--- config.mk ---
export PLATFORM = sky130hd
export DESIGN_NAME = sindoku_board_ctrl
export DESIGN_NICKNAME = d
export VERILOG_FILES = /design/src/rtl/sindoku_board_ctrl.sv
export SDC_FILE = /design/constraint.sdc
export NUM_CORES = 1
export LEC_CHECK = 0
export ABC_AREA = 1
export ABC_CLOCK_PERIOD_IN_PS = 2860
export CORE_UTILIZATION = 50
export CTS_CLUSTER_DIAMETER = 120
export DETAILED_ROUTE_END_ITERATION = 7
export PLACE_DENSITY = 0.8
export RECOVER_POWER = 50
export SYNTH_ARGS = -nofsm -noshare
export SYNTH_HDL_FRONTEND = slang
export SYNTH_SLANG_ARGS = --single-unit
--- constraint.sdc ---
create_clock -name Clk -period 2.86 [get_ports Clk]
set_clock_uncertainty 0.1 [all_clocks]
set_input_delay 0.572 -clock Clk [delete_from_list [all_inputs] [get_ports Clk]]
set_output_delay 0.572 -clock Clk [all_outputs]
set_load 0.05 [all_outputs]
--- src/rtl/sindoku_board_ctrl.sv ---
`timescale 1ns/1ps
`default_nettype none
// ============================================================================
// Module   : sindoku_board_ctrl
// Brief    : Arbiter/sequencer for the Sindoku board RAM and the puzzle and
//            solution ROMs: cursor display reads, user edits, solution scan.
//            Optional first-error capture: define SINDOKU_FIRST_ERR_EN.
// Revision : 1.0  initial release
// ============================================================================
module sindoku_board_ctrl #(
  parameter int GRID    = 9,
  parameter int N_CELLS = 81,
  parameter int AW      = 7,
  parameter int DW      = 4
) (
  input  logic          Clk,
  input  logic          Reset,
  input  logic          Start,
  input  logic          Ack,
  input  logic          Wr_req,
  input  logic [3:0]    Row,
  input  logic [3:0]    Col,
  input  logic [DW-1:0] userIn,
  output logic [AW-1:0] mem_addr,
  output logic          mem_we,
  output logic [DW-1:0] mem_wdata,
  input  logic [DW-1:0] mem_rdata,
  input  logic [DW-1:0] solu_rdata,
  input  logic          given_rdata,
  output logic [DW-1:0] disp_ij,
  output logic          Wr_rej,
  output logic          q_I,
  output logic          q_Solve,
  output logic          q_Check,
  output logic          q_Correct,
  output logic          q_Incorrect,
`ifdef SINDOKU_FIRST_ERR_EN
  output logic [3:0]    err_row,
  output logic [3:0]    err_col,
`endif
  output logic [6:0]    err_cnt
);

  typedef enum logic [2:0] {
    ST_INI       = 3'd0,
    ST_SOLVE     = 3'd1,
    ST_WCHK      = 3'd2,
    ST_WRITE     = 3'd3,
    ST_CHECK     = 3'd4,
    ST_DRAIN     = 3'd5,
    ST_CORRECT   = 3'd6,
    ST_INCORRECT = 3'd7
  } state_t;

  localparam logic [3:0]    c_MAX_RC   = 4'(GRID - 1);
  localparam logic [DW-1:0] c_MAX_VAL  = DW'(GRID);
  localparam logic [AW-1:0] c_LAST_K   = AW'(N_CELLS - 1);

  state_t        r_state;
  logic [AW-1:0] r_k;
  logic [AW-1:0] r_edit_addr;
  logic [DW-1:0] r_edit_val;
  logic          r_cmp_vld;
  logic          r_disp_rd;

  logic [AW:0]   w_row_ext;
  logic [AW:0]   w_col_ext;
  logic [AW:0]   w_cur_sum;
  logic [AW-1:0] w_cur_addr;
  logic          w_edit_ok;
  logic          w_mismatch;
  logic [6:0]    w_err_nxt;

  // Row*9 + Col as (Row<<3) + Row + Col
  assign w_row_ext  = {{(AW-3){1'b0}}, Row};
  assign w_col_ext  = {{(AW-3){1'b0}}, Col};
  assign w_cur_sum  = (w_row_ext << 3) + w_row_ext + w_col_ext;
  assign w_cur_addr = w_cur_sum[AW-1:0];

  assign w_edit_ok  = (Row <= c_MAX_RC) && (Col <= c_MAX_RC) && (userIn <= c_MAX_VAL);
  assign w_mismatch = r_cmp_vld && ((mem_rdata == '0) || (mem_rdata != solu_rdata));
  assign w_err_nxt  = err_cnt + 7'(w_mismatch);

  always_ff @(posedge Clk or negedge Reset) begin
    if (!Reset) begin
      r_state     <= ST_INI;
      r_k         <= '0;
      r_edit_addr <= '0;
      r_edit_val  <= '0;
      r_cmp_vld   <= 1'b0;
      r_disp_rd   <= 1'b0;
      disp_ij     <= '0;
      Wr_rej      <= 1'b0;
      err_cnt     <= '0;
    end else begin
      r_cmp_vld <= (r_state == ST_CHECK);
      r_disp_rd <= (r_state == ST_SOLVE) || (r_state == ST_CORRECT) ||
                   (r_state == ST_INCORRECT);
      // Edits are only accepted from idle; anywhere else they bounce at once
      Wr_rej    <= Wr_req && (r_state != ST_SOLVE);
      if (r_disp_rd) disp_ij <= mem_rdata;
      if (r_cmp_vld) err_cnt <= w_err_nxt;

      case (r_state)
        ST_INI: r_state <= ST_SOLVE;
        ST_SOLVE: begin
          if (Start) begin
            r_state <= ST_CHECK;
            r_k     <= '0;
            err_cnt <= '0;
            Wr_rej  <= Wr_req;
          end else if (Wr_req) begin
            if (w_edit_ok) begin
              r_edit_addr <= w_cur_addr;
              r_edit_val  <= userIn;
              r_state     <= ST_WCHK;
            end else begin
              Wr_rej <= 1'b1;
            end
          end
        end
        ST_WCHK: r_state <= ST_WRITE;
        ST_WRITE: begin
          Wr_rej  <= Wr_req || given_rdata;
          r_state <= ST_SOLVE;
        end
        ST_CHECK: begin
          if (r_k == c_LAST_K) r_state <= ST_DRAIN;
          else                 r_k     <= r_k + AW'(1);
        end
        ST_DRAIN: r_state <= (w_err_nxt == '0) ? ST_CORRECT : ST_INCORRECT;
        ST_CORRECT, ST_INCORRECT: begin
          if (Ack) r_state <= ST_SOLVE;
        end
        default: r_state <= ST_INI;
      endcase
    end
  end

  // Address mux and write strobe; decoded from the state register so a reset
  // removes the strobe without waiting for a clock edge.
  always_comb begin
    mem_addr  = w_cur_addr;
    mem_we    = 1'b0;
    mem_wdata = '0;
    case (r_state)
      ST_INI:   mem_addr = '0;
      ST_WCHK:  mem_addr = r_edit_addr;
      ST_WRITE: begin
        mem_addr  = r_edit_addr;
        mem_we    = !given_rdata;
        mem_wdata = r_edit_val;
      end
      ST_CHECK: mem_addr = r_k;
      default:  mem_addr = w_cur_addr;
    endcase
  end

  assign q_I         = (r_state == ST_INI);
  assign q_Solve     = (r_state == ST_SOLVE);
  assign q_Check     = (r_state == ST_WCHK) || (r_state == ST_WRITE) ||
                       (r_state == ST_CHECK) || (r_state == ST_DRAIN);
  assign q_Correct   = (r_state == ST_CORRECT);
  assign q_Incorrect = (r_state == ST_INCORRECT);

`ifdef SINDOKU_FIRST_ERR_EN
  logic [3:0] r_scan_row;
  logic [3:0] r_scan_col;
  logic [3:0] r_cmp_row;
  logic [3:0] r_cmp_col;

  // Row/column counters track r_k, delayed one cycle to line up with the compare
  always_ff @(posedge Clk or negedge Reset) begin
    if (!Reset) begin
      r_scan_row <= '0;
      r_scan_col <= '0;
      r_cmp_row  <= '0;
      r_cmp_col  <= '0;
      err_row    <= 4'hF;
      err_col    <= 4'hF;
    end else begin
      r_cmp_row <= r_scan_row;
      r_cmp_col <= r_scan_col;
      if ((r_state == ST_SOLVE) && Start) begin
        r_scan_row <= '0;
        r_scan_col <= '0;
        err_row    <= 4'hF;
        err_col    <= 4'hF;
      end else if (r_state == ST_CHECK) begin
        if (r_scan_col == c_MAX_RC) begin
          r_scan_col <= '0;
          r_scan_row <= r_scan_row + 4'd1;
        end else begin
          r_scan_col <= r_scan_col + 4'd1;
        end
      end
      if (w_mismatch && (err_cnt == '0)) begin
        err_row <= r_cmp_row;
        err_col <= r_cmp_col;
      end
    end
  end
`endif

endmodule
`default_nettype wire

==> results.txt <==
synth warn - 0
vias post-DR - 2421
Worst-Margin Slew - 866 ps
MaxCap Viol Count - 0
total CTS buffers - 5
dpl hpwl - 4300 microns
clk_lat worst skew - 290 ps
Worst Setup End Kind - output port
Post-Syn Instances - 330
Finished Layout Cells - 453
Tot Pwr - 3.49 mW
Yosys top cell by area - dfrtp_1
Initial DRT Pass Iterations - 4
Worst EP required - 2190 ps
number of synthesized flops with an enable pin - 0
DRC viols - 0
crit-path max FO - 5
final wirelength - 6010 microns
DR vias/cell - 5.34
failing checks - negative setup slack
PD cells - 1060 nW/um^2
# IOs - 55
f_max - 343 MHz
first-pass GRT wire length - 10100 microns
Worst VDD drop - 1.27 mV
Startpoint Class - input port
Routed WL per cell - 13.3 microns
share of layout cells above drive strength 1 - 0.155
clk slew on worst S/H paths - 60 ps
Tmin final - 2910 ps
H-tree depth - 2
async set-reset flop share out of synthesis - 1.00
post-route ant nets - 0
Root Driver - clkbuf_8
number of buffers added on ports - 54
Iter 0 DRT Violations - 165
Core Area - 4410 sq um
CTS Sinks - 35
Netlist cell types - 26
Clk pwr share - 0.104
final hold vios - 0
Hold Path Class - flop to flop
GP Congestion - 0.883
Logic pwr share - 0.645
share of the synthesized area in the top cell type - 0.375
Int Power - 1.72 mW
Max Slew Vio Count - 0
post-route cell area - 3300 sq um
Netlist Area Pre-Place - 2340 sq um
period utilisation layout - 1.02
initial antenna violation count - 0
DP Area - 3070 sq um
CTS max path bufs - 2
worst setup margin - -54.3 ps
switching share of power - 0.507
Setup TNS - -100 ps
sw power - 1.77 mW
outcome - finished, violations left
CP arrival - 2240 ps
synthesis-to-layout area growth - 41.3%
largest net degree at the start of global routing - 36
CTS tree - yes
Die Y - 70.4 microns
FF+latch count, synth - 35
dominant cell by count in the synthesized netlist - nand2_1
Leak - 1.71 nW
Avg Cell Area, Syn - 7.08 sq um
dpl cells - 443
Mapped Nets - 372
Die W - 70.4 microns
Main synth FF type - dfrtp_1
sequential power share - 0.251
Seq/Total Area, Yosys - 0.375
Synth area leaders - dfrtp_1, nand2_1, ha_1
FILL cells - 312
endpoints failing setup - 3
top cells by count, synth - nand2_1, inv_1, nor2_1
antenna cells - 0
Nets - 443
kind of critical path - input port to output port
Overall Global Routing Usage - 0.259
Worst slew margin - 0.423
RSZ-0062 raised after global routing - yes
DP Worst Slack - -541 ps
global route total overflow - 0
starting density of the core - 0.529
die area - 4950 sq um
row cnt - 24
hold slack - 382 ps
vias in the first global route - 2327
final core occ - 0.748
path summary, 6_finish.rpt:
path / to / cells after the start / from / slack [ps]
max in group asynchronous: r_k[0]$_DFFE_PN0P_ / 2 / Reset / 1290
worst max-delay path: mem_addr[4] / 9 / Col[3] / -50
min in group asynchronous: err_cnt[3]$_DFF_PN0_ / 2 / Reset / 830
worst min register to register: r_edit_val[0]$_DFFE_PN0P_ / 2 / r_edit_val[0]$_DFFE_PN0P_ / 380
worst min-delay path: r_edit_val[0]$_DFFE_PN0P_ / 2 / r_edit_val[0]$_DFFE_PN0P_ / 380
worst max register to register: r_k[0]$_DFFE_PN0P_ / 9 / r_state[0]$_DFFE_PN0P_ / 810
metal layers:
layer  part of all wire  track usage  up-vias
li1                   -            -     1190
met5                  0            0        -
met1               0.43        0.335     1120
met2               0.48        0.432       94
met4              0.019       0.0822        0
met3              0.067       0.0548       17
critical path: stages:
cell and delay (ps):
buf_8 100, fa_2 480, ha_4 340, nand3_2 90
nand3_2 90, xor2_2 180, nor2_2 60, a21oi_2 170
buf_12 160
placed cells by master (no fill, tap or decap), types with 4 or more instances in the layout:
master           count
nand4_1              9
clkdlybuf4s50_1     28
clkbuf_8             6
ha_4                 5
a21oi_1             23
dlymetal6s2s_1       4
dfrtp_1             35
nor2_1              38
ha_1                 8
buf_12               7
nand3_2              4
buf_4               12
nand2_2              4
dlygate4sd3_1        5
inv_1               43
o21ai_0             16
nand2_1            103
nand3_1             14
registers in the layout (all words and copies together), names as in the netlist:
register	flops
disp_ij	4
r_state	3
r_edit_addr	7
r_k	7
err_cnt	7
r_edit_val	4
r_disp_rd	1
Wr_rej	1
r_cmp_vld	1
final cells by class:
class                   count  area, sq um  share of cell area
multi-input cells         247         1390               0.420
flip-flops and latches     35          876               0.265
repair buffers             67          717               0.217
inverters                  45          169              0.0511
clock buffers               6         82.6              0.0250
well taps                  52         65.1              0.0197
clock inverters             1         5.00             0.00152
cell families after synthesis:
| group | count (synthesis) | synth area share |
|---|---|---|
| AO/OA/AOI/OAI | 45 | 0.0996 |
| XOR/XNOR | 5 | 0.0187 |
| adder cells (fa/ha/maj) | 16 | 0.0921 |
| buffers and inverters | 48 | 0.0819 |
| flip-flops | 35 | 0.375 |
| multiplexers | 1 | 0.00482 |
| AND/OR/NAND/NOR | 180 | 0.328 |
repair_timing:
item	in CTS	in global routing
pin swaps	19	11
buffers inserted	2	1
resized for setup	46	11
endpoints found under the hold margin	0	0
hold buffers	0	0
setup endpoints to repair	6	9
power by group through the flow:
stage	combinational (mW)	clock (mW)	sequential, mW
2_1_floorplan	1.15	0	1.11
4_1_cts	2.25	0.370	0.869
6_report	2.25	0.364	0.873
3_3_place_gp	2.18	0	0.871
3_5_place_dp	2.21	0	0.877
5_1_grt	2.42	0.394	0.903
Note: power is estimated with default switching activity, not from simulation.
